## config.mk

```make
export PLATFORM = sky130hd
export DESIGN_NAME = la_cellbist_flat
export DESIGN_NICKNAME = d
export VERILOG_FILES = /design/src/rtl/la_cellbist_if.sv /design/src/rtl/la_cellbist.sv /design/src/flat_wrapper.sv
export SDC_FILE = /design/constraint.sdc
export NUM_CORES = 1
export LEC_CHECK = 0
export CORE_ASPECT_RATIO = 0.6
export CORE_UTILIZATION = 61
export CTS_CLUSTER_SIZE = 25
export DETAILED_ROUTE_END_ITERATION = 8
export DONT_BUFFER_PORTS = 1
export GPL_TIMING_DRIVEN = 1
export PLACE_DENSITY = 0.76
export SYNTH_ARGS = -nofsm -noshare
export SYNTH_HDL_FRONTEND = slang
export SYNTH_SLANG_ARGS = --single-unit
```

## constraint.sdc

```tcl
create_clock -name clk -period 2.1 [get_ports clk]
set_input_delay 0.315 -clock clk [delete_from_list [all_inputs] [get_ports clk]]
set_output_delay 0.315 -clock clk [all_outputs]
set_load 0.005 [all_outputs]
```

## src/rtl/la_cellbist_if.sv

```systemverilog
// Bundle of the control, CUT-facing and result signals of the cell BIST
// sequencer. The master side (controller / cell wrapper) drives start, abort
// and the CUT output; the slave side (la_cellbist) drives the pattern and the
// test results.
interface la_cellbist_if #(
   parameter int N = 5
);
   logic         start;
   logic         abort;
   logic         z_in;
   logic [N-1:0] pat;
   logic         busy;
   logic         done;
   logic         pass;
   logic [N:0]   fail_count;
   logic [N-1:0] first_fail;

   modport master (
      output start, abort, z_in,
      input  pat, busy, done, pass, fail_count, first_fail
   );

   modport slave (
      input  start, abort, z_in,
      output pat, busy, done, pass, fail_count, first_fail
   );
endinterface

```

## src/rtl/la_cellbist.sv

```systemverilog
// Exhaustive BIST sequencer for a small combinational stdlib cell.
// Walks every N-bit input pattern, waits SETTLE cycles for the cell to
// settle, samples its output against the truth table TT and records the
// number of failing patterns plus the index of the first failure.
module la_cellbist #(
   parameter int                N      = 5,
   parameter logic [(1<<N)-1:0] TT     = 32'h007F7F7F,
   parameter int                SETTLE = 1,
   parameter                    PROP   = "DEFAULT"
) (
   input logic         clk,
   input logic         nreset,
   la_cellbist_if.slave bus
);

   typedef enum logic [1:0] {
      S_IDLE   = 2'd0,
      S_APPLY  = 2'd1,
      S_SAMPLE = 2'd2,
      S_DONE   = 2'd3
   } state_t;

   localparam logic [N-1:0] LAST_PAT    = {N{1'b1}};
   localparam logic [N:0]   FAIL_MAX    = {1'b1, {N{1'b0}}};
   localparam logic [N:0]   FAIL_ZERO   = {(N+1){1'b0}};
   localparam logic [N:0]   FAIL_ONE    = {{N{1'b0}}, 1'b1};
   localparam logic [N-1:0] PAT_ZERO    = {N{1'b0}};
   localparam logic [N-1:0] PAT_ONE     = {{(N-1){1'b0}}, 1'b1};
   localparam logic [3:0]   SETTLE_LOAD = (SETTLE == 0) ? 4'd0 : 4'(SETTLE - 1);
   // With no settle time each pattern goes straight to its sample cycle.
   localparam state_t       FIRST_STATE = (SETTLE == 0) ? S_SAMPLE : S_APPLY;

   // The property string only tags the implementation variant; it selects no logic.
   if (PROP == "DEFAULT") begin : g_prop_default
   end else begin : g_prop_custom
   end

   state_t       state_r, state_s;
   logic [N-1:0] pat_r, pat_s;
   logic [3:0]   settle_r, settle_s;
   logic [N:0]   fail_count_r, fail_count_s;
   logic [N-1:0] first_fail_r, first_fail_s;
   logic         busy_r, busy_s;
   logic         done_r, done_s;
   logic         pass_r, pass_s;
   logic         mismatch_s;

   // Next-state and next-result computation; abort overrides everything.
   always_comb begin
      state_s      = state_r;
      pat_s        = pat_r;
      settle_s     = settle_r;
      fail_count_s = fail_count_r;
      first_fail_s = first_fail_r;
      busy_s       = busy_r;
      done_s       = done_r;
      pass_s       = pass_r;
      mismatch_s   = (bus.z_in != TT[pat_r]);

      if (bus.abort) begin
         // Counters are kept so the partial result can still be inspected.
         state_s  = S_IDLE;
         pat_s    = PAT_ZERO;
         settle_s = 4'd0;
         busy_s   = 1'b0;
         done_s   = 1'b0;
         pass_s   = 1'b0;
      end else begin
         case (state_r)
            S_IDLE, S_DONE: begin
               if (bus.start) begin
                  state_s      = FIRST_STATE;
                  pat_s        = PAT_ZERO;
                  settle_s     = SETTLE_LOAD;
                  fail_count_s = FAIL_ZERO;
                  first_fail_s = PAT_ZERO;
                  busy_s       = 1'b1;
                  done_s       = 1'b0;
                  pass_s       = 1'b0;
               end else begin
                  state_s = state_r;
               end
            end
            S_APPLY: begin
               if (settle_r == 4'd0) begin
                  state_s = S_SAMPLE;
               end else begin
                  settle_s = settle_r - 4'd1;
               end
            end
            S_SAMPLE: begin
               if (mismatch_s && (fail_count_r != FAIL_MAX)) begin
                  fail_count_s = fail_count_r + FAIL_ONE;
                  if (fail_count_r == FAIL_ZERO) begin
                     first_fail_s = pat_r;
                  end else begin
                     first_fail_s = first_fail_r;
                  end
               end else begin
                  fail_count_s = fail_count_r;
               end
               if (pat_r == LAST_PAT) begin
                  state_s = S_DONE;
                  busy_s  = 1'b0;
                  done_s  = 1'b1;
                  pass_s  = (fail_count_r == FAIL_ZERO) && !mismatch_s;
               end else begin
                  state_s  = FIRST_STATE;
                  pat_s    = pat_r + PAT_ONE;
                  settle_s = SETTLE_LOAD;
               end
            end
            default: begin
               state_s = S_IDLE;
            end
         endcase
      end
   end

   // State and result registers with asynchronous clear.
   always_ff @(posedge clk or negedge nreset) begin
      if (!nreset) begin
         state_r      <= S_IDLE;
         pat_r        <= PAT_ZERO;
         settle_r     <= 4'd0;
         fail_count_r <= FAIL_ZERO;
         first_fail_r <= PAT_ZERO;
         busy_r       <= 1'b0;
         done_r       <= 1'b0;
         pass_r       <= 1'b0;
      end else begin
         state_r      <= state_s;
         pat_r        <= pat_s;
         settle_r     <= settle_s;
         fail_count_r <= fail_count_s;
         first_fail_r <= first_fail_s;
         busy_r       <= busy_s;
         done_r       <= done_s;
         pass_r       <= pass_s;
      end
   end

   assign bus.pat        = pat_r;
   assign bus.busy       = busy_r;
   assign bus.done       = done_r;
   assign bus.pass       = pass_r;
   assign bus.fail_count = fail_count_r;
   assign bus.first_fail = first_fail_r;

endmodule

```

## src/flat_wrapper.sv

```systemverilog
// flat-port wrapper written by rule: the top's interface ports become plain ports
module la_cellbist_flat 
#(
   parameter int                N      = 5,
   parameter logic [(1<<N)-1:0] TT     = 32'h007F7F7F,
   parameter int                SETTLE = 1,
   parameter                    PROP   = "       "
)
  (clk, nreset, bus_start, bus_abort, bus_z_in, bus_pat, bus_busy, bus_done, bus_pass, bus_fail_count, bus_first_fail);
  la_cellbist_if #(.N(N)) bus_i ();
  input logic clk;
  input logic nreset;
  input wire logic [$bits(bus_i.start)-1:0] bus_start;
  input wire logic [$bits(bus_i.abort)-1:0] bus_abort;
  input wire logic [$bits(bus_i.z_in)-1:0] bus_z_in;
  output wire logic [$bits(bus_i.pat)-1:0] bus_pat;
  output wire logic [$bits(bus_i.busy)-1:0] bus_busy;
  output wire logic [$bits(bus_i.done)-1:0] bus_done;
  output wire logic [$bits(bus_i.pass)-1:0] bus_pass;
  output wire logic [$bits(bus_i.fail_count)-1:0] bus_fail_count;
  output wire logic [$bits(bus_i.first_fail)-1:0] bus_first_fail;
  assign bus_i.start = bus_start;
  assign bus_i.abort = bus_abort;
  assign bus_i.z_in = bus_z_in;
  assign bus_pat = bus_i.pat;
  assign bus_busy = bus_i.busy;
  assign bus_done = bus_i.done;
  assign bus_pass = bus_i.pass;
  assign bus_fail_count = bus_i.fail_count;
  assign bus_first_fail = bus_i.first_fail;
  la_cellbist #(.N(N), .TT(TT), .SETTLE(SETTLE), .PROP(PROP)) u_core (.clk(clk), .nreset(nreset), .bus(bus_i));
endmodule
```

* Word level (Yosys, flattened, before mapping)
Memories as Yosys holds them, arrays and structs flattened.
Index checks and enable logic that the tools add are counted.
** Word-level totals
- Output and inout port bits :: 19
- ROM bits :: 32
- Input port bits :: 5
- Memories :: 1
- Logic and storage cells :: 75
- Register bits :: 25
** Operators by class
- Reduce and logical (&&, ||, !) cells :: 15
- $lt $le $gt $ge :: 1
- Mux-type cells :: 32
- Equality and inequality tests :: 14
- Bitwise operators :: 1
- Add/sub/neg operators :: 3
** Memories
- (no name shown) :: depth 32, width 1, rd ports 1, clocked after memory_dff 0, wr ports 0, RTL line la_cellbist.sv:58 : mismatch_s = (bus.z_in != TT[pat_r]);
** Operator list (count)
- $mux 5 :: 5
- $pmux 5 s2 :: 2
- $mux 4 :: 4
- $mux 6 :: 2
- $pmux 4 s3 :: 1
- $pmux 6 s2 :: 1
- $mux 1 :: 9
- $ne 3x3->1 const B :: 3
- $reduce_and 3->1 :: 3
- $mux 2 :: 4
- $add 6x1->6 const B :: 1
- $logic_not 6->1 :: 1
- $lt 5x6->1 const B :: 1
- $ne 3x2->1 const B :: 2
- $ne 6x6->1 const B :: 1
- $pmux 1 s2 :: 3
- $pmux 2 s3 :: 1
- $add 5x1->5 const B :: 1
- $eq 5x5->1 const B :: 1
- $reduce_and 5->1 :: 1
- $eq 2x2->1 const B :: 2
- $logic_not 4->1 :: 1
- $ne 2x1->1 const B :: 2
- $reduce_and 4->1 :: 1
- 12 further kinds :: 13

* Depth between registers and ports, before layout
- Depth after elaboration :: 8
- Mapped depth :: 8
- Gate-level depth less buffers :: 7

* Worst setup path after synthesis
No wires, ideal clock.
- Path type :: register to register
- Start point :: register u_core.state_r[0]
- End point :: register u_core.fail_count_r[4] (netlist: u_core.bus.fail_count[4])
- Stages on the path, launching flop included :: 8
- Clock period less this slack :: 1.924 ns
- Setup slack :: 0.176 ns
- Arrival time :: 1.820 ns
- Buffers on the path :: 1
- Data required time :: 1.996 ns
- Setup time :: 0.104 ns
- Path through :: dfrtp_1 -> inv_1 -> ha_1 -> mux2i_1 -> or2_1 -> buf_6 -> or3_1 -> o311ai_1
** On the way
- Word-level cells in the longest chain between the ends :: 4
- Elaborated cells between the ends (all ways) :: 9
- Those cells by class :: 4 x eq/ne; 1 x mux; 4 x reduce/logical
** RTL lines
- start, declared :: RTL line la_cellbist.sv:38 : state_t state_r, state_s;
- start signal, assigned :: RTL line la_cellbist.sv:132 : state_r <= state_s;
- $eq 2x2->1 or $logic_not 2->1 (tied branches) :: RTL line la_cellbist.sv:69 : case (state_r)
- $reduce_or 2->1 :: RTL line la_cellbist.sv:69
- $ne 2x2->1 (no source line) or $reduce_bool 2->1 (tied branches)
- $reduce_and 4->1 (no source line)
- end signal, assigned :: RTL line la_cellbist.sv:135 : fail_count_r <= fail_count_s;
- end, declared :: RTL line la_cellbist.sv:41 : logic [N:0] fail_count_r, fail_count_s;
Parallel ways exist; a longest one is shown, timed or not.
A chain may end at the register's enable or synchronous reset.

* Worst setup path after layout
- Start point :: register u_core.pat_r[0] (netlist: u_core.bus.pat[0])
- End point :: register u_core.fail_count_r[5] (netlist: u_core.bus.fail_count[5])
** On the way
- Word-level cells in the longest chain between the ends :: 6
** RTL lines
- start, declared :: RTL line la_cellbist.sv:39 : logic [N-1:0] pat_r, pat_s;
- start signal, assigned :: RTL line la_cellbist.sv:133 : pat_r <= pat_s;
- $mem_v2 32x1
- $mux 1 (not written as such) :: RTL line la_cellbist.sv:58
- $ne 1x1->1 :: RTL line la_cellbist.sv:58
- $logic_and 1x1->1 :: RTL line la_cellbist.sv:92 : if (mismatch_s && (fail_count_r != FAIL_MAX)) begin
- $ne 2x1->1 (no source line)
- $reduce_and 4->1 (no source line)
Every way passes these cells. The select of a mux whose other input is x is not followed.

==> run summary <==
DP Wirelength: 2700 µm
maximum level of the CTS H-tree: 1
most frequent cells in the layout: 25 x dfrtp_1, 14 x nand2_1, 14 x o21ai_0
worst hold path class: in2reg
Ant. Diodes: 0
Crit. path cell count: 6
library cells used by synthesis: 39
CP Capture Point: u_core.bus.fail_count[5]$_DFFE_PN0P_
initial drt markers: 151
drt wl/cell: 17.3 µm
final worst path period need: 2000 ps
Synth top area share: 0.410
Seq/Total Area, Yosys: 0.410
Buf/Inv on CP: 1
CP Cell Sequence: ha_1 -> a22oi_1 -> buf_4 -> mux2i_1 -> mux2i_1 -> a211o_1
synthesized area per cell: 9.14 µm²
Gate power share: 0.171
Routed Antenna Nets: 0
RSZ-0062 raised after global routing: no
root buf cell: clkbuf_8
number of flops mapped to enable cells by yosys: 0
total clock buffers created by CTS: 3
worst endpoint data arrival time: 2160 ps
Nets: 196
Netlist Area Pre-Place: 1530 µm²
Finish-stage setup viols: 0
CP top delay family: multiplexers
I/O Buffers: 0
r2r startpoint: u_core.bus.pat[0]$_DFFE_PN0P_
effective utilization at floorplan: 0.675
FP Rows: 13
sw power: 260 µW
pwr dens: 555 nW/µm²
syn_nets: 182
commonest non-fill, non-tap cell in the layout: dfrtp_1
Area contributors post-synth: dfrtp_1 41%, ha_1 8.2%, o21ai_0 4.6%
Max VDD drop: 0.423 mV
critical path data required time: 2260 ps
kind of end point of the critical path: flop
Max Cap Violations: 0
ys async rst share: 1.00
cell mode on critical path: mux2i_1
Vias/cell: 6.28
die extent in x: 66.6 µm
GRT Overall Usage: 0.279
GP Congestion: 0.841
Post-Syn Instances: 167
cells on worst reg2reg path: 6
clock latency at the later pin of the worst-skew pair: 270 ps
Area Overhead vs Synth: 11.8%
synthesized flop and latch total: 25
Synth area leader: dfrtp_1
reg2reg end: u_core.bus.fail_count[5]$_DFFE_PN0P_
Ys Warns: 0
status: complete, no violations
IO Count: 24
clk sinks: 25
routed via count: 1318
Crit path largest cell delay: 430 ps
core area: 2260 µm²
CTS tree: done
crit path max fanout: 3
Fin Clk Skew: 3.30 ps
Sw Share: 0.274
clock transition at the registers of the reported paths: 90 ps
WS Path Type: reg2reg
period utilization: 0.952
grt ovf: 0
final hold violations: 0
share of cells above drive strength 1: 0.111
Worst R2R Setup Slack: 100 ps
internal power: 688 µW
type of origin of the critical path: flop
CP Launch Point: u_core.bus.pat[0]$_DFFE_PN0P_
Pre-antenna DRT Iters: 4
Die ar.: 2710 µm²
Core Util, Final: 0.755
largest net degree at the start of global routing: 26
worst-margin pin slew: 562 ps
Final TNS setup: 0 ps
first-pass GRT wire length: 5310 µm
total wire length: 3620 µm
clk buf depth: 2
die height: 40.8 µm
Final Max Tran Viols: 0
slowest stage cell, crit path: mux2i_1
LEAKAGE: 0.000763 µW
Fmax: 500 MHz
sequential share of power: 0.532
clock network fraction of total power: 0.297
DRC Markers: 0
Post-CTS Setup Inserts: 0
vias in the first global route: 1119
Max-slew headroom: 0.623
antenna violations before repair: 0
Synth Flop Type: dfrtp_1
-- synthesized netlist by cell type, types with 4 or more instances --
cell       n
a21oi_1   12
a22o_1     5
clkbuf_1   4
dfrtp_1   25
ha_1      10
inv_1     10
mux2i_1    4
nand2_1   14
nand2b_1   7
nor2_1    12
nor3_1     4
o21ai_0   14
-- repair_timing --
action | 4_1_cts | 5_1_grt
hold endpoints to repair | 25 | 0
gates resized for setup | 0 | 1
setup endpoints to repair | 0 | 1
hold buffers | 2 | 0
-- per-layer routing --
| metal | vias to the layer above | share of wire | track usage |
|---|---|---|---|
| met5 | - | 0 | 0 |
| met3 | 0 | 0.095 | 0.0806 |
| met4 | 0 | 0 | 0.0160 |
| li1 | 634 | - | - |
| met2 | 57 | 0.44 | 0.422 |
| met1 | 627 | 0.47 | 0.414 |
-- how the worst min path moves through the flow --
stage,from,end,slack (ps),depth (start not counted)
after floorplan,nreset,u_core.bus.busy$_DFFE_PN0P_,20,0
after global placement,nreset,u_core.bus.fail_count[3]$_DFFE_PN0P_,20,0
after detailed placement,nreset,u_core.bus.fail_count[4]$_DFFE_PN0P_,20,0
after CTS,bus_abort,u_core.bus.busy$_DFFE_PN0P_,100,1
after global routing,bus_abort,u_core.bus.done$_DFFE_PN0P_,90,1
final,bus_abort,u_core.bus.busy$_DFFE_PN0P_,110,1
-- power groups by stage --
stage / clock network (µW) / logic [µW] / registers (µW)
global placement: 0 / 137 / 512
global route: 307 / 178 / 505
finish: 281 / 163 / 504
detailed placement: 0 / 143 / 513
floorplan: 0 / 110 / 511
CTS: 289 / 160 / 504
-- metrics by stage --
step	std cells	hold WS, ps	instance area [µm²]	total power, µW	worst slack [ps]
after CTS	210	95.0	1710	952	96.0
after global placement	204	19.9	1630	649	220
final	210	105	1710	948	101
after global routing	210	92.1	1710	990	11.2
after floorplan	167	19.4	1530	621	176
after detailed placement	204	20.0	1630	656	109
-- cells by family (layout without fill, tap and decap cells) --
logic type | after synthesis | count (layout) | synth area share
and+or+nand+nor | 64 | 64 | 0.231
xor gates and xnor gates | 2 | 2 | 0.0115
adders and majority gates | 10 | 10 | 0.0820
buffers and inverters | 16 | 29 | 0.0451
DFF | 25 | 25 | 0.410
muxes | 4 | 4 | 0.0262
AOI/OAI and AO/OA | 46 | 46 | 0.194
-- worst reg2reg max path, stage by stage, from the launching register on --
cell	delay (ps)
dfrtp_1	410
ha_1	220
a22oi_1	230
buf_4	170
mux2i_1	430
mux2i_1	150
a211o_1	280
-- sequential cells by signal (all words and copies together) (netlist names) --
name                   flops
u_core.bus.fail_count      6
u_core.bus.first_fail      5
u_core.bus.pat             5
u_core.settle_r            4
u_core.state_r             2
u_core.bus.busy            1
u_core.bus.done            1
u_core.bus.pass            1
-- final cells by class --
| cell class | instances | area [µm²] |
|---|---|---|
| Tap cell | 30 | 37.5 |
| Multi-Input combinational cell | 126 | 832 |
| Clock buffer | 3 | 41.3 |
| Timing Repair Buffer | 15 | 128 |
| Inverter | 10 | 37.5 |
| Fill cell | 148 | 554 |
| Sequential cell | 25 | 626 |
| Clock inverter | 1 | 5.00 |
Note: power is estimated with default switching activity, not from simulation.
